## config.mk

```make
export PLATFORM = sky130hd
export DESIGN_NAME = bbox_pixel_scanner_flat
export DESIGN_NICKNAME = d
export VERILOG_FILES = /design/src/rtl/bbox_pixel_scanner_pkg.sv /design/src/rtl/bbox_pixel_scanner_if.sv /design/src/rtl/bbox_pixel_scanner_bbox_calc.sv /design/src/rtl/bbox_pixel_scanner.sv /design/src/flat_wrapper.sv
export SDC_FILE = /design/constraint.sdc
export NUM_CORES = 1
export LEC_CHECK = 0
export ABC_AREA = 1
export BUFFER_PORTS_ARGS = -buffer_cell sky130_fd_sc_hd__buf_2
export CORE_ASPECT_RATIO = 1.5
export CORE_MARGIN = 1
export CORE_UTILIZATION = 57
export CTS_CLUSTER_SIZE = 28
export DETAILED_ROUTE_END_ITERATION = 10
export PLACE_DENSITY_LB_ADDON = 0.08
export RECOVER_POWER = 25
export SLEW_MARGIN = 20
export SYNTH_ARGS = -nofsm -noshare
export SYNTH_HDL_FRONTEND = slang
export SYNTH_SLANG_ARGS = --single-unit
```

## constraint.sdc

```tcl
create_clock -name clk -period 6.35 [get_ports clk]
set_clock_uncertainty 0.05 [all_clocks]
set_input_delay 1.27 -clock clk [delete_from_list [all_inputs] [get_ports clk]]
set_output_delay 1.27 -clock clk [all_outputs]
set_load 0.02 [all_outputs]
```

## src/rtl/bbox_pixel_scanner_pkg.sv

```systemverilog
// Shared types and constants for the bounding-box pixel scanner.
// Holds frame geometry, coordinate types and small helper functions.
package bbox_pixel_scanner_pkg;

    localparam int FRAME_WIDTH  = 512;
    localparam int FRAME_HEIGHT = 384;
    localparam int COORD_BITS   = 16;
    localparam int ADDR_BITS    = 18;
    localparam int TRI_BITS     = 6 * COORD_BITS;

    typedef logic signed [COORD_BITS-1:0] coord_t;
    typedef logic [ADDR_BITS-1:0]         addr_t;

    // x0 occupies the MSBs, matching the tri_in bus layout
    typedef struct packed {
        coord_t x0;
        coord_t y0;
        coord_t x1;
        coord_t y1;
        coord_t x2;
        coord_t y2;
    } screen_tri_t;

    typedef struct packed {
        coord_t xmin;
        coord_t xmax;
        coord_t ymin;
        coord_t ymax;
    } bbox_t;

    localparam coord_t ZERO   = '0;
    localparam coord_t X_LAST = coord_t'(FRAME_WIDTH - 1);
    localparam coord_t Y_LAST = coord_t'(FRAME_HEIGHT - 1);

    function automatic coord_t min3(coord_t a, coord_t b, coord_t c);
        coord_t m;
        m = (a < b) ? a : b;
        return (c < m) ? c : m;
    endfunction

    function automatic coord_t max3(coord_t a, coord_t b, coord_t c);
        coord_t m;
        m = (a > b) ? a : b;
        return (c > m) ? c : m;
    endfunction

    // FRAME_WIDTH*v + h built as a sum of shifted copies of v,
    // one per set bit of the constant width
    function automatic addr_t pix_addr_of(coord_t h, coord_t v);
        addr_t acc;
        acc = addr_t'(h);
        for (int i = 0; i < ADDR_BITS; i++) begin
            if (FRAME_WIDTH[i]) acc = acc + (addr_t'(v) << i);
        end
        return acc;
    endfunction

endpackage

```

## src/rtl/bbox_pixel_scanner_if.sv

```systemverilog
// Triangle-in / pixel-out bus of the bounding-box pixel scanner.
// slave: the scanner side; master: the upstream/downstream side.
interface bbox_pixel_scanner_if;
    import bbox_pixel_scanner_pkg::*;

    logic                  tri_valid;
    logic                  tri_ready;
    logic [TRI_BITS-1:0]   tri_in;
    logic [15:0]           tri_color;
    logic [TRI_BITS-1:0]   tri_out;
    logic                  tri_out_valid;
    logic                  pix_valid;
    logic                  pix_ready;
    logic [COORD_BITS-1:0] hcount;
    logic [COORD_BITS-1:0] vcount;
    logic [ADDR_BITS-1:0]  pix_addr;
    logic [15:0]           pix_color;
    logic                  pix_last;
    logic                  done;
    logic                  culled;

    modport slave (
        input  tri_valid, tri_in, tri_color, pix_ready,
        output tri_ready, tri_out, tri_out_valid,
        output pix_valid, hcount, vcount, pix_addr,
        output pix_color, pix_last, done, culled
    );

    modport master (
        output tri_valid, tri_in, tri_color, pix_ready,
        input  tri_ready, tri_out, tri_out_valid,
        input  pix_valid, hcount, vcount, pix_addr,
        input  pix_color, pix_last, done, culled
    );

endinterface

```

## src/rtl/bbox_pixel_scanner_bbox_calc.sv

```systemverilog
// Combinational bounding box of a triangle, clamped to the frame.
// In: vtx (triangle). Out: box (clamped bounds), cull (fully off-screen).
module bbox_calc
    import bbox_pixel_scanner_pkg::*;
(
    input  screen_tri_t vtx,
    output bbox_t       box,
    output logic        cull
);

    coord_t xmin;
    coord_t xmax;
    coord_t ymin;
    coord_t ymax;

    always_comb begin
        xmin = min3(vtx.x0, vtx.x1, vtx.x2);
        xmax = max3(vtx.x0, vtx.x1, vtx.x2);
        ymin = min3(vtx.y0, vtx.y1, vtx.y2);
        ymax = max3(vtx.y0, vtx.y1, vtx.y2);

        cull = (xmax < ZERO) || (xmin > X_LAST) ||
               (ymax < ZERO) || (ymin > Y_LAST);

        // only meaningful when not culled
        box.xmin = (xmin < ZERO)   ? ZERO   : xmin;
        box.ymin = (ymin < ZERO)   ? ZERO   : ymin;
        box.xmax = (xmax > X_LAST) ? X_LAST : xmax;
        box.ymax = (ymax > Y_LAST) ? Y_LAST : ymax;
    end

endmodule

```

## src/rtl/bbox_pixel_scanner.sv

```systemverilog
// Takes one triangle, bounds and clamps it, then streams the box pixels.
// Ports: clk, rst_n (async, active-low), bus (triangle in, pixels out).
module bbox_pixel_scanner
    import bbox_pixel_scanner_pkg::*;
(
    input logic                  clk,
    input logic                  rst_n,
    bbox_pixel_scanner_if.slave  bus
);

    localparam logic [1:0] S_IDLE  = 2'd0;
    localparam logic [1:0] S_BOUND = 2'd1;
    localparam logic [1:0] S_SCAN  = 2'd2;

    logic [1:0]  state;
    screen_tri_t tri_q;
    logic [15:0] color_q;
    coord_t      xmin_q;
    coord_t      xmax_q;
    coord_t      ymax_q;
    coord_t      hcount;
    coord_t      vcount;
    addr_t       pix_addr;
    logic        last_q;
    logic        tov_r;
    logic        done_r;
    logic        culled_r;

    bbox_t  box;
    logic   cull;
    logic   at_xend;
    logic   at_end;
    coord_t h_nxt;
    coord_t v_nxt;

    bbox_calc u_calc (
        .vtx  (tri_q),
        .box  (box),
        .cull (cull)
    );

    always_comb begin
        at_xend = (hcount == xmax_q);
        at_end  = at_xend && (vcount == ymax_q);
        h_nxt   = at_xend ? xmin_q : hcount + coord_t'(1);
        v_nxt   = at_xend ? vcount + coord_t'(1) : vcount;
    end

    always_ff @(posedge clk or negedge rst_n) begin
        if (!rst_n) begin
            state    <= S_IDLE;
            tri_q    <= '0;
            color_q  <= '0;
            xmin_q   <= '0;
            xmax_q   <= '0;
            ymax_q   <= '0;
            hcount   <= '0;
            vcount   <= '0;
            pix_addr <= '0;
            last_q   <= 1'b0;
            tov_r    <= 1'b0;
            done_r   <= 1'b0;
            culled_r <= 1'b0;
        end else begin
            tov_r    <= 1'b0;
            done_r   <= 1'b0;
            culled_r <= 1'b0;
            unique case (state)
                S_IDLE: begin
                    if (bus.tri_valid) begin
                        tri_q   <= screen_tri_t'(bus.tri_in);
                        color_q <= bus.tri_color;
                        state   <= S_BOUND;
                    end
                end
                S_BOUND: begin
                    if (cull) begin
                        done_r   <= 1'b1;
                        culled_r <= 1'b1;
                        state    <= S_IDLE;
                    end else begin
                        xmin_q   <= box.xmin;
                        xmax_q   <= box.xmax;
                        ymax_q   <= box.ymax;
                        hcount   <= box.xmin;
                        vcount   <= box.ymin;
                        pix_addr <= pix_addr_of(box.xmin, box.ymin);
                        last_q   <= (box.xmin == box.xmax) &&
                                    (box.ymin == box.ymax);
                        tov_r    <= 1'b1;
                        state    <= S_SCAN;
                    end
                end
                S_SCAN: begin
                    if (bus.pix_ready) begin
                        if (at_end) begin
                            done_r <= 1'b1;
                            last_q <= 1'b0;
                            state  <= S_IDLE;
                        end else begin
                            hcount   <= h_nxt;
                            vcount   <= v_nxt;
                            pix_addr <= pix_addr_of(h_nxt, v_nxt);
                            last_q   <= (h_nxt == xmax_q) &&
                                        (v_nxt == ymax_q);
                        end
                    end
                end
                default: state <= S_IDLE;
            endcase
        end
    end

    // ready is forced low while reset is held, not just after it
    assign bus.tri_ready     = (state == S_IDLE) && rst_n;
    assign bus.tri_out       = tri_q;
    assign bus.tri_out_valid = tov_r;
    assign bus.pix_valid     = (state == S_SCAN);
    assign bus.hcount        = hcount;
    assign bus.vcount        = vcount;
    assign bus.pix_addr      = pix_addr;
    assign bus.pix_color     = color_q;
    assign bus.pix_last      = last_q && (state == S_SCAN);
    assign bus.done          = done_r;
    assign bus.culled        = culled_r;

endmodule
```

## src/flat_wrapper.sv

```systemverilog
// flat-port wrapper written by rule: the top's interface ports become plain ports
module bbox_pixel_scanner_flat import bbox_pixel_scanner_pkg::*;
  (clk, rst_n, bus_tri_valid, bus_tri_in, bus_tri_color, bus_pix_ready, bus_tri_ready, bus_tri_out, bus_tri_out_valid, bus_pix_valid, bus_hcount, bus_vcount, bus_pix_addr, bus_pix_color, bus_pix_last, bus_done, bus_culled);
  bbox_pixel_scanner_if bus_i ();
  input logic clk;
  input logic rst_n;
  input wire logic [$bits(bus_i.tri_valid)-1:0] bus_tri_valid;
  input wire logic [$bits(bus_i.tri_in)-1:0] bus_tri_in;
  input wire logic [$bits(bus_i.tri_color)-1:0] bus_tri_color;
  input wire logic [$bits(bus_i.pix_ready)-1:0] bus_pix_ready;
  output wire logic [$bits(bus_i.tri_ready)-1:0] bus_tri_ready;
  output wire logic [$bits(bus_i.tri_out)-1:0] bus_tri_out;
  output wire logic [$bits(bus_i.tri_out_valid)-1:0] bus_tri_out_valid;
  output wire logic [$bits(bus_i.pix_valid)-1:0] bus_pix_valid;
  output wire logic [$bits(bus_i.hcount)-1:0] bus_hcount;
  output wire logic [$bits(bus_i.vcount)-1:0] bus_vcount;
  output wire logic [$bits(bus_i.pix_addr)-1:0] bus_pix_addr;
  output wire logic [$bits(bus_i.pix_color)-1:0] bus_pix_color;
  output wire logic [$bits(bus_i.pix_last)-1:0] bus_pix_last;
  output wire logic [$bits(bus_i.done)-1:0] bus_done;
  output wire logic [$bits(bus_i.culled)-1:0] bus_culled;
  assign bus_i.tri_valid = bus_tri_valid;
  assign bus_i.tri_in = bus_tri_in;
  assign bus_i.tri_color = bus_tri_color;
  assign bus_i.pix_ready = bus_pix_ready;
  assign bus_tri_ready = bus_i.tri_ready;
  assign bus_tri_out = bus_i.tri_out;
  assign bus_tri_out_valid = bus_i.tri_out_valid;
  assign bus_pix_valid = bus_i.pix_valid;
  assign bus_hcount = bus_i.hcount;
  assign bus_vcount = bus_i.vcount;
  assign bus_pix_addr = bus_i.pix_addr;
  assign bus_pix_color = bus_i.pix_color;
  assign bus_pix_last = bus_i.pix_last;
  assign bus_done = bus_i.done;
  assign bus_culled = bus_i.culled;
  bbox_pixel_scanner u_core (.clk(clk), .rst_n(rst_n), .bus(bus_i));
endmodule
```

==> metrics.txt <==
run status complete, but fails checks; final worst-path cycle share between 90% and 100%; area after detailed placement 0.0169 mm^2; CP endpoint kind flop; fraction of the yosys area taken by sequential cells between 30 and 40%; die width about 140 um; final core occ ~68%; number of max-cap violations 2; maximum number of pins on one net before global-route repair 85; main flop type after synthesis sky130_fd_sc_hd__dfrtp_1; First-pass DRT Iterations 6; mean routed wirelength per cell ~17 um; Min-Delay Path Class flop to flop; Skew-Pair Late Insertion Delay about 0.54 ns; clock buffer count from CTS 23; top-level port count 284; via total after detailed routing 14902; async set-reset flop share out of synthesis 100%; synthesized area divided by synthesized cell count ~7.4 um^2; number of enable flip-flop cells after synthesis 0; total number of yosys warnings 0; share of cells above drive strength 1 between 20% and 30%; number of failing setup endpoints in the final timing report 0; Critical Path Source Type flop; wire length after detailed routing 46000 um; CP max-delay cell sky130_fd_sc_hd__dfrtp_1; initial antenna violation count 1; starting utilization of the core area between 50% and 60%; fin crit period roughly 6 ns; worst slew pin tran ~3.2 ns; HPWL reported at the end of detailed placement 35400 um; number of nets in the layout between 2000 and 3000; number of synthesized register bits roughly 210; vias in the first global route 13975; vertical extent of the die approximately 200 um; failing checks max-capacitance violations, max-slew violations; final max-slew violation count about 130; maximum clock insertion buffer count 3; post-synthesis cell type count 53; critical path class flop to flop; cell at the root of the clock tree sky130_fd_sc_hd__clkbuf_16; Synth Net Count 2311; CTS H-Tree Depth 1; global router's overall resource usage about a third; peak per-stage delay on the critical path approximately 0.38 ns; final estimated routing congestion in global placement between 0.9 and 1; Die Outline Area about 0.028 mm^2; Hold Vio Cnt, Final 0; total clock sinks roughly 210; Arrival @ worst endpoint roughly 6.4 ns; clock slew at the register clock pins of the worst setup and hold paths 0.06 ns; Port Buf Inserts 283; cell count after synthesis ~2100; setup repair after global routing missed its margin true; floorplan row count 73; area added between synthesis and finish 16.0%; maximum fanout along the worst path 29; remaining max-slew budget at the tightest pin -110%; CTS tree built; Max Fclk 0.167 GHz; # DRC 0; Antenna Nets Post-Route 0; vias per cell 5.54; Final Instance Area around 0.018 mm^2; flop-to-flop setup slack roughly 0.36 ns; Placeable Area 0.0266 mm^2; global-route wire length before repair roughly 70000 um; drt initial violations 860; total gr overflow 0; hold-fix buffer count after cts 0; Top cell by count, worst path sky130_fd_sc_hd__nor2_1; Mapped Area about 0.015 mm^2; CP required approximately 6.7 ns
## Yosys cell counts, drive strengths merged, types with 6 or more instances
master,instances,area [um^2]
nand2,560,2190
inv,269,1010
dfrtp,206,5150
o21ai,176,982
nor2,146,551
nand3,144,761
a21oi,114,574
ha,113,1410
mux2,70,788
buf,49,413
clkbuf,42,158
xnor2,40,350
nand4,33,206
xor2,28,245
o21a,11,82.6
nor3,10,55.1
clkinv,6,22.5
nor4,6,37.5
o22ai,6,37.5
## registers in the layout, indices dropped and copies added, names as in the netlist
register                  cells
u_core.bus.vcount            16
u_core.ymax_q                16
u_core.last_q                 1
u_core.state                  2
u_core.bus.hcount             7
u_core.bus.pix_addr          18
u_core.bus.pix_color         16
u_core.bus.tri_out_valid      1
u_core.bus.culled             1
u_core.xmax_q                16
u_core.xmin_q                15
u_core.bus.tri_out           96
u_core.bus.done               1
## cell families (layout without fill, tap and decap cells)
kind of cell,after synthesis,count (layout),share of synthesized area (%)
multiplexers,73,73,5.29
AO/OA/AOI/OAI,336,336,12.5
AND/OR/NAND/NOR,916,916,25.3
buffers and inverters,366,640,10.4
flip-flops,206,206,33.3
other,0,1,0
XOR/XNOR,68,68,3.85
adder cells (fa/ha/maj),115,115,9.39
## metrics by stage
step | instances | worst slack [ns] | TNS [ns] | hold WS (ns)
final | 2692 | 0.358 | 0 | 0.415
after global routing | 2691 | -0.224 | -0.566 | 0.432
after CTS | 2672 | 0.00743 | 0 | 0.414
after detailed placement | 2631 | 0.0137 | 0 | 0.397
after global placement | 2631 | 0.155 | 0 | 0.393
after floorplan | 2080 | 0.485 | 0 | 0.381
## final cells by class
cell class	count	area (um^2)
sequential	206	5160
inverter	275	1040
clock inverter	14	173
tap	337	422
clock buffer	27	611
timing repair buffer	323	1740
antenna	1	2.50
multi-input combinational	1508	8810
timing repair inverter	1	5.00
fill	2346	8620
## what timing repair did
item / 4_1_cts / 5_1_grt
endpoints found under the setup margin: 0 / 66
resized for setup: 0 / 39
setup buffers: 0 / 18
## placed cells by master, fill, tap and decap left out, drive strengths merged, types with 3 or more instances in the layout
cell      synthesis  routed
xor2             28      28
o211ai            3       3
and2              3       3
nor3b             3       3
mux2i             3       3
nor4              6       6
ha              113     113
or2               5       5
nor2            146     146
nor3             10      10
o21ai           176     176
nand2           560     560
clkinvlp          0       3
buf              49     321
o21a             11      11
a21oi           114     114
o22ai             6       6
nand3b            5       5
bufinv            0       4
o32ai             3       3
xnor2            40      40
o2111ai           3       3
clkbuf           42      29
a211oi            5       5
mux2             70      70
a31oi             3       3
dfrtp           206     206
inv             269     269
nand3           144     144
nand4            33      33
clkinv            6      14
## worst paths after layout
path	from	depth (start not counted)	end
max	u_core.bus.tri_out[47]$_DFFE_PN0P_	36	u_core.bus.pix_addr[16]$_DFFE_PN0P_
min	u_core.xmin_q[13]$_DFFE_PN0P_	2	u_core.xmin_q[13]$_DFFE_PN0P_
max reg2reg	u_core.bus.tri_out[47]$_DFFE_PN0P_	36	u_core.bus.pix_addr[16]$_DFFE_PN0P_
min reg2reg	u_core.xmin_q[13]$_DFFE_PN0P_	2	u_core.xmin_q[13]$_DFFE_PN0P_
max in group asynchronous	rst_n	2	u_core.ymax_q[13]$_DFFE_PN0P_
min in group asynchronous	rst_n	1	u_core.xmax_q[10]$_DFFE_PN0P_
## worst max-delay path: cells and delay by family, from the launching register on
kind	cells	cell delay, ns
flip-flops	1	0.38
AND/OR/NAND/NOR	17	2.03
AO/OA/AOI/OAI	9	1.59
adder cells (fa/ha/maj)	3	0.95
buffers and inverters	7	0.85
## metal layers
metal  global-route usage [%]  vias up  share of wire, %
met3                     4.91      112               5.4
met4                     17.5        0               5.3
met5                        0        -                 0
met2                     56.5      516                49
met1                     39.4     6988                40
li1                         -     7286                 -
Power is left out: the tool's default activity adds up to more than one toggle a clock period on the data nets, which glitch-free logic cannot reach.
